## src/rtl/credit_pkg.sv

```systemverilog
// Shared types and defaults for the credit ledger.
//   ledger_state_e : IDLE (no credit), CREDIT (credit held), CHANGE (refunding)
//   Def*           : default parameter values for credit_ledger
//   min_u()        : unsigned minimum, used to size each change transfer
package credit_pkg;

  typedef enum logic [1:0] {
    StIdle   = 2'd0,
    StCredit = 2'd1,
    StChange = 2'd2
  } ledger_state_e;

  localparam int unsigned DefBalW       = 8;
  localparam int unsigned DefCoinW      = 4;
  localparam int unsigned DefMaxBal     = 200;
  localparam int unsigned DefChangeUnit = 5;

  function automatic int unsigned min_u(input int unsigned a, input int unsigned b);
    return (a < b) ? a : b;
  endfunction

endpackage

```

## src/rtl/credit_ledger_adder.sv

```systemverilog
// Parameterised unsigned adder with carry-out.
//   a_i, b_i : N-bit operands
//   sum_o    : N-bit sum
//   carry_o  : carry out of the MSB
module credit_ledger_adder #(
  parameter int unsigned N = 8
) (
  input  logic [N-1:0] a_i,
  input  logic [N-1:0] b_i,
  output logic [N-1:0] sum_o,
  output logic         carry_o
);

  assign {carry_o, sum_o} = {1'b0, a_i} + {1'b0, b_i};

endmodule

```

## src/rtl/credit_ledger.sv

```systemverilog
// Coin credit ledger: accumulates coins up to a ceiling, deducts vend prices,
// and refunds remaining credit through a valid/ready change handshake.
//   clk, reset              : clock and synchronous active-high reset
//   coin_valid, coin_value  : decoded coin from the coin decoder
//   vend_req, price         : vend request pulse and item price
//   cancel                  : refund-all pulse
//   change_ready            : dispenser accepts change_amt this cycle
//   balance                 : registered current credit
//   coin_reject, vend_ok,
//   vend_fail, refund_done  : registered one-cycle status pulses
//   change_valid, change_amt: change offer to the dispenser
//   busy                    : refund in progress
module credit_ledger
  import credit_pkg::*;
#(
  parameter int unsigned BAL_W       = DefBalW,
  parameter int unsigned COIN_W      = DefCoinW,
  parameter int unsigned MAX_BAL     = DefMaxBal,
  parameter int unsigned CHANGE_UNIT = DefChangeUnit
) (
  input  logic              clk,
  input  logic              reset,
  input  logic              coin_valid,
  input  logic [COIN_W-1:0] coin_value,
  input  logic              vend_req,
  input  logic [BAL_W-1:0]  price,
  input  logic              cancel,
  input  logic              change_ready,
  output logic [BAL_W-1:0]  balance,
  output logic              coin_reject,
  output logic              vend_ok,
  output logic              vend_fail,
  output logic              change_valid,
  output logic [BAL_W-1:0]  change_amt,
  output logic              busy,
  output logic              refund_done
);

  ledger_state_e    state_q, state_d;
  logic [BAL_W-1:0] balance_q, balance_d;
  logic             coin_reject_q, coin_reject_d;
  logic             vend_ok_q, vend_ok_d;
  logic             vend_fail_q, vend_fail_d;
  logic             refund_done_q, refund_done_d;

  logic [BAL_W-1:0] coin_ext;
  logic [BAL_W-1:0] coin_sum;
  logic             coin_carry;
  logic             coin_over;
  logic [BAL_W-1:0] change_amt_w;

  assign coin_ext = BAL_W'(coin_value);

  credit_ledger_adder #(
    .N(BAL_W)
  ) u_adder (
    .a_i    (balance_q),
    .b_i    (coin_ext),
    .sum_o  (coin_sum),
    .carry_o(coin_carry)
  );

  // Ceiling check on the full BAL_W+1 bit sum so a wrapped result can't slip under MAX_BAL.
  assign coin_over = {coin_carry, coin_sum} > (BAL_W + 1)'(MAX_BAL);

  assign change_amt_w = BAL_W'(min_u(32'(balance_q), CHANGE_UNIT));

  always_comb begin
    state_d       = state_q;
    balance_d     = balance_q;
    coin_reject_d = 1'b0;
    vend_ok_d     = 1'b0;
    vend_fail_d   = 1'b0;
    refund_done_d = 1'b0;

    unique case (state_q)
      StIdle, StCredit: begin
        if (cancel) begin
          // Cancel with no credit is a silent no-op, but still outranks any coin.
          if (balance_q != '0) state_d = StChange;
          coin_reject_d = coin_valid;
        end else if (vend_req) begin
          if (balance_q >= price) begin
            vend_ok_d = 1'b1;
            balance_d = balance_q - price;
            state_d   = (balance_d != '0) ? StChange : StIdle;
          end else begin
            vend_fail_d = 1'b1;
          end
          coin_reject_d = coin_valid;
        end else if (coin_valid) begin
          if (coin_over) begin
            coin_reject_d = 1'b1;
          end else begin
            balance_d = coin_sum;
            state_d   = (coin_sum != '0) ? StCredit : StIdle;
          end
        end
      end

      StChange: begin
        // vend_req and cancel are ignored while refunding.
        coin_reject_d = coin_valid;
        if (change_ready) begin
          balance_d = balance_q - change_amt_w;
          if (balance_d == '0) begin
            state_d       = StIdle;
            refund_done_d = 1'b1;
          end
        end
      end

      default: begin
        state_d   = StIdle;
        balance_d = '0;
      end
    endcase
  end

  always_ff @(posedge clk) begin
    if (reset) begin
      state_q       <= StIdle;
      balance_q     <= '0;
      coin_reject_q <= 1'b0;
      vend_ok_q     <= 1'b0;
      vend_fail_q   <= 1'b0;
      refund_done_q <= 1'b0;
    end else begin
      state_q       <= state_d;
      balance_q     <= balance_d;
      coin_reject_q <= coin_reject_d;
      vend_ok_q     <= vend_ok_d;
      vend_fail_q   <= vend_fail_d;
      refund_done_q <= refund_done_d;
    end
  end

  assign balance      = balance_q;
  assign coin_reject  = coin_reject_q;
  assign vend_ok      = vend_ok_q;
  assign vend_fail    = vend_fail_q;
  assign refund_done  = refund_done_q;
  assign busy         = (state_q == StChange);
  assign change_valid = (state_q == StChange);
  assign change_amt   = change_amt_w;

endmodule

```

## config.mk

```make
export PLATFORM = sky130hd
export DESIGN_NAME = credit_ledger
export DESIGN_NICKNAME = d
export VERILOG_FILES = /design/src/rtl/credit_pkg.sv /design/src/rtl/credit_ledger_adder.sv /design/src/rtl/credit_ledger.sv
export SDC_FILE = /design/constraint.sdc
export NUM_CORES = 1
export LEC_CHECK = 0
export CAP_MARGIN = 30
export CELL_PAD_IN_SITES_DETAIL_PLACEMENT = 0
export CELL_PAD_IN_SITES_GLOBAL_PLACEMENT = 2
export CORE_MARGIN = 10
export CORE_UTILIZATION = 32
export DETAILED_ROUTE_END_ITERATION = 12
export PLACE_DENSITY_LB_ADDON = 0.1
export SLEW_MARGIN = 25
export SYNTH_ARGS = -nofsm -noshare
export SYNTH_HDL_FRONTEND = slang
export SYNTH_SLANG_ARGS = --single-unit
```

## constraint.sdc

```tcl
create_clock -name clk -period 8.8 [get_ports clk]
set_clock_uncertainty 0.15 [all_clocks]
set_input_delay 1.76 -clock clk [delete_from_list [all_inputs] [get_ports clk]]
set_output_delay 1.76 -clock clk [all_outputs]
set_load 0.01 [all_outputs]
```

==> results of run 1 <==
## cell families after synthesis
family / synth area share (%)
AOI/OAI and AO/OA: 27.7
buffers and inverters: 8.17
other: 0.194
muxes: 5.19
adders and majority gates: 10.5
DFF: 14.5
and+or+nand+nor: 28.7
xor gates and xnor gates: 4.99
## final cells by class
cell class | instances | area [um2]
clock buffer | 3 | 41.3
fill | 643 | 3560
inverter | 16 | 60.1
multi-input combinational | 212 | 1510
sequential | 14 | 280
tap | 75 | 93.8
timing repair buffer | 35 | 348
## state kept, by name, summed over array words and instances (netlist names)
signal       count
balance          8
coin_reject      1
refund_done      1
state_q          2
vend_fail        1
vend_ok          1
## cells in the mapped netlist, drive strengths merged, types with 8 or more instances
master,count
nor2,29
inv,16
nand2,15
dfxtp,14
a21oi,13
ha,13
o21ai,12
nand2b,11
clkbuf,10
buf,9
nor3,9
a211oi,8
## worst max path at each step
| stage | to | slack [ns] |
|---|---|---|
| 2_1_floorplan | balance[0] | 4.53 |
| 5_1_grt | balance[0] | 3.91 |
| 6_report | balance[5] | 4.09 |
| 4_1_cts | balance[0] | 4.08 |
| 3_3_place_gp | balance[0] | 3.87 |
| 3_5_place_dp | balance[0] | 3.82 |
## per-stage QoR
stage	hold WS [ns]	instance area, um2
floorplan	0.305	1940
global placement	0.333	2290
detailed placement	0.332	2290
CTS	0.340	2330
global route	0.394	2330
finish	0.343	2330
## worst min-delay path, stage by stage (launching register included)
cell and delay [ns]:
dfxtp_1 0.31, nand2b_1 0.07, mux2i_1 0.06
## power breakdown
part,internal (mW),switching [mW]
Sequential,0.0776,0.0461
Clock,0.0303,0.0225
Combinational,0.219,0.253
Total,0.326,0.322
## cell usage in the layout, fill, tap and decap left out, types with 6 or more instances in the layout
cell	Yosys	routed
clkdlybuf4s50_1	0	34
nor2_1	29	29
inv_1	16	16
nand2_1	15	15
dfxtp_1	14	14
ha_1	13	13
nand2b_1	11	11
a21oi_1	11	11
o21ai_0	11	11
nor3_1	9	9
xnor2_1	7	7
mux2i_1	7	7
nand3_1	7	7
a211oi_1	6	6
o21bai_1	6	6
## layer usage
layer	wire length, um	global-route usage, %	vias to the layer above	share of wire [%]
met4	34	1.79	0	0.55
met2	2970	22.0	48	48
li1	-	-	970	-
met3	316	2.20	4	5.1
met5	0	0	-	0
met1	2870	16.3	900	46
==> impl_metrics.json, run 1 <==
{
  "status": "completed",
  "max_slew_margin_pct": 54.4,
  "synth.area.top_cells": "dfxtp_1, ha_1, nor2_1",
  "tightest_slew_ns": 0.667,
  "cp-start-kind": "input pin",
  "layout.cells.non_filler": 355,
  "place_ws_ns": 3.82,
  "cts_setup_buffers": 0,
  "cp.depth": 11,
  "cp.buffers_inverters": 2,
  "syn_avg_cell_area_um2": 7.51,
  "path_class": "input pin to register",
  "grt_pass1_vias": 1968,
  "syn_inst": 257,
  "synth_ff_type": "dfxtp_1",
  "path_max_fanout": 6,
  "clock_path_buffers": 2,
  "leakage_nw": 0.963,
  "min_period_ns": 4.71,
  "num_vias": 1922,
  "grt_max_degree": 21,
  "grt_pass1_wl_mm": 10.3,
  "cpMaxStageDelayCell": "clkdlybuf4s50_1",
  "area_growth_pct": 20.8,
  "antenna_found_initial": 0,
  "hold-path-endpoint": "state_q[0]",
  "worstReg2RegStart": "balance[5]",
  "cp.arrival_ns": 4.69,
  "final_hold_viol_count": 0,
  "via_per_inst": 5.41,
  "synth-async-reset-ratio_pct": 0,
  "clock-sinks": 14,
  "drtAntennaViolNets": 0,
  "cts_hold_buf": 0,
  "slowest_delay_ns": 0.46,
  "clkLatencyLatePin_ns": 0.24,
  "dp_hpwl_mm": 4.91,
  "first_pass_iters": 4,
  "r2r_cells": 12,
  "die_area_um2": 9540,
  "die_h_um": 97.7,
  "timing.fmax_ghz": 0.212,
  "r2r_end": "state_q[0]",
  "synth_top_area_share_pct": 14.5,
  "max-cap-violations": 0,
  "total_power_mw": 0.648,
  "rows": 28,
  "fin_tns_setup_ns": 0,
  "setup_viol": 0,
  "min_period_over_period_pct": 53.5,
  "grt_use_total_pct": 12.7,
  "synth-seq-cells": 14,
  "drive_gt1_share_pct": 6.07,
  "ir_drop_v": 0.000135,
  "hold_start": "state_q[0]",
  "worstSetupEndpointType": "register",
  "cp.required_ns": 8.78,
  "root_buffer": "clkbuf_8",
  "drc_errors": 0,
  "pwr_density_cell_nw_per_um2": 278,
  "start_util_pct": 32.8,
  "rsz0062_at_grt": "no",
  "coreArea_um2": 5890,
  "cts_resized": 0,
  "holdCritPathClass": "register to register",
  "clk_pin_slew_ns": 0.06,
  "dp_cells": 352,
  "r2r_slack_ns": 5.26,
  "overflow": 0,
  "drt_wl_total_mm": 6.19,
  "synth_area_um2": 1930,
  "place.gp.congestion": 0.831,
  "diodes": 0,
  "ys_warn_count": 0,
  "hold_depth": 2,
  "post-route-util_pct": 39.6,
  "cts_made_buffers": 3,
  "critPathTopFamily": "compound AO/OA/AOI/OAI gates",
  "die_w_um": 97.7,
  "io_pins": 40,
  "yosysTopAreaCell": "dfxtp_1",
  "fin_ws_ns": 4.09,
  "avgRoutedWirePerCell_um": 17.4,
  "seq_area_frac_synth_pct": 14.5,
  "dr.first_iter.drc_count": 171,
  "ys_types": 60,
  "htreeDepth": 1,
  "final_nets": 315,
  "drv_slew": 0,
  "crit_path_start": "coin_value[0]",
  "port-buffer-count": 34,
  "cts_tree": "built",
  "path_cells": "clkdlybuf4s50_1, ha_1, inv_1, fa_1, nand2b_1, a21oi_2, nor3_1, o32ai_4, a21oi_4, o31ai_4, mux2_4",
  "synth-edff-count": 0
}
No activity file was read; power rests on OpenSTA's default activity.
==> run 2, diff against run 1 <==
- CORE_UTILIZATION: 32 -> 26
- clock period: 8.8 -> 3.8 ns (I/O delays scaled with it)
==> impl_metrics.json, run 2 (synthesis gave the netlist of run 1 again) <==
{
  "rows": 31,
  "grt_max_degree": 21,
  "fin_ws_ns": 0.305,
  "htreeDepth": 1,
  "status": "completed",
  "start_util_pct": 26.6,
  "clock_path_buffers": 2,
  "multi_input_area_um2": 1510,
  "cts_made_buffers": 3,
  "via_per_inst": 4.94,
  "drc_errors": 0,
  "tightest_slew_ns": 0.640,
  "place_ws_ns": 0.0239,
  "r2r_end": "balance[4]",
  "io_pins": 40,
  "place.gp.congestion": 0.767,
  "final_nets": 335,
  "min_period_ns": 3.49,
  "pwr_density_cell_nw_per_um2": 643,
  "grt_pass1_vias": 1967,
  "final_cell_mix": "clkdlybuf4s50_1, nor2_1, buf_4, inv_1, nand2_1",
  "cp.arrival_ns": 3.52,
  "cp.required_ns": 3.82,
  "max_slew_margin_pct": 57.2,
  "drive_gt1_share_pct": 12.6,
  "ff_latch_area_um2": 280,
  "path_class": "input pin to register",
  "min_period_over_period_pct": 92.0,
  "cts_resized": 0,
  "path_max_fanout": 4,
  "diodes": 0,
  "cp-start-kind": "input pin",
  "grt_use_total_pct": 11.9,
  "cts_tree": "built",
  "die_area_um2": 11300,
  "clock-sinks": 14,
  "cts_hold_buf": 0,
  "holdCritPathClass": "register to register",
  "worstReg2RegStart": "balance[0]",
  "coreArea_um2": 7250,
  "ir_drop_v": 0.000268,
  "r2r_cells": 11,
  "largest_reg_flops": 8,
  "dpl-instance-area_um2": 2470,
  "die_h_um": 106,
  "max-cap-violations": 0,
  "layout.cells.non_filler": 400,
  "clkLatencyLatePin_ns": 0.25,
  "timing.fmax_ghz": 0.286,
  "crit_end": "balance[4]",
  "antenna_found_initial": 0,
  "drt_wl_total_mm": 6.76,
  "total_power_mw": 1.62,
  "dp_hpwl_mm": 5.48,
  "avgRoutedWirePerCell_um": 16.9,
  "area_growth_pct": 30.8,
  "port-buffer-count": 34,
  "worstSetupEndpointType": "register",
  "die_w_um": 106,
  "leakage_nw": 1.07,
  "n_fill_cell": 810,
  "rsz0062_at_grt": "no",
  "dr.first_iter.drc_count": 71,
  "timing.hold.ws_ns": 0.356,
  "layout_commonest_cell": "clkdlybuf4s50_1",
  "drtAntennaViolNets": 0,
  "grt_pass1_wl_mm": 10.8,
  "r2r_slack_ns": 0.64,
  "drv_slew": 0,
  "root_buffer": "clkbuf_8",
  "fin_area_um2": 2520,
  "fin_tns_setup_ns": 0,
  "first_pass_iters": 4,
  "dp_cells": 396,
  "overflow": 0,
  "clk_pin_slew_ns": 0.06,
  "crit_path_start": "coin_value[0]",
  "num_vias": 1976,
  "post-route-util_pct": 34.8,
  "cts_setup_buffers": 0,
  "setup_viol": 0,
  "final_hold_viol_count": 0
}
==> run 2: cell count changes in the layout (fill, tap and decap cells not counted), sizes merged <==
cell / delta
clkbuf: +1
buf: +20
==> run 2: where the power goes <==
group,switching (mW),internal (mW),leakage [nW]
combinational,0.687,0.571,0.929
sequential,0.0369,0.180,0.114
clock,0.0573,0.0918,0.0288
==> run 2: worst min-delay path by stage <==
stage                     slack, ns    endpoint        from  cells past startpoint
final                          0.36  state_q[0]  state_q[0]                      2
after global routing           0.39  state_q[0]  state_q[0]                      2
after CTS                      0.36  state_q[0]  state_q[0]                      2
after detailed placement       0.35  state_q[0]  state_q[0]                      2
after global placement         0.34  state_q[0]  state_q[0]                      2
after floorplan                0.31  state_q[0]  state_q[0]                      2
==> run 2: critical path, stage by stage <==
cell and delay (ns):
clkdlybuf4s50_1 0.47, ha_1 0.18, inv_1 0.06, fa_1 0.42, nand2b_1 0.20, a211oi_1 0.26
and3b_1 0.20, a211o_1 0.16, a21oi_4 0.10, o31ai_4 0.32, buf_4 0.21, mux2i_1 0.19
==> run 2: final cells by class <==
type                            count  area share (%)
Timing Repair Buffer               55            19.7
Clock buffer                        4            2.18
Sequential cell                    14            11.1
Multi-Input combinational cell    212            59.7
Tap cell                           99            4.91
Inverter                           16            2.38
==> run 2: metal layers <==
metal  wire (um)  vias to the layer above  global-route usage (%)
li1            -                     1004                       -
met1        3100                      932                    14.7
met2        3260                       38                    21.0
met3         396                        2                    2.90
met4           8                        0                   0.870
met5           0                        -                       0
==> run 3, diff against run 2 <==
- CTS_CLUSTER_DIAMETER: default -> 100
- SETUP_SLACK_MARGIN: default -> 0.02
==> results of run 3 <==
The final DEF is identical to that of run 2; final timing and power are the same.
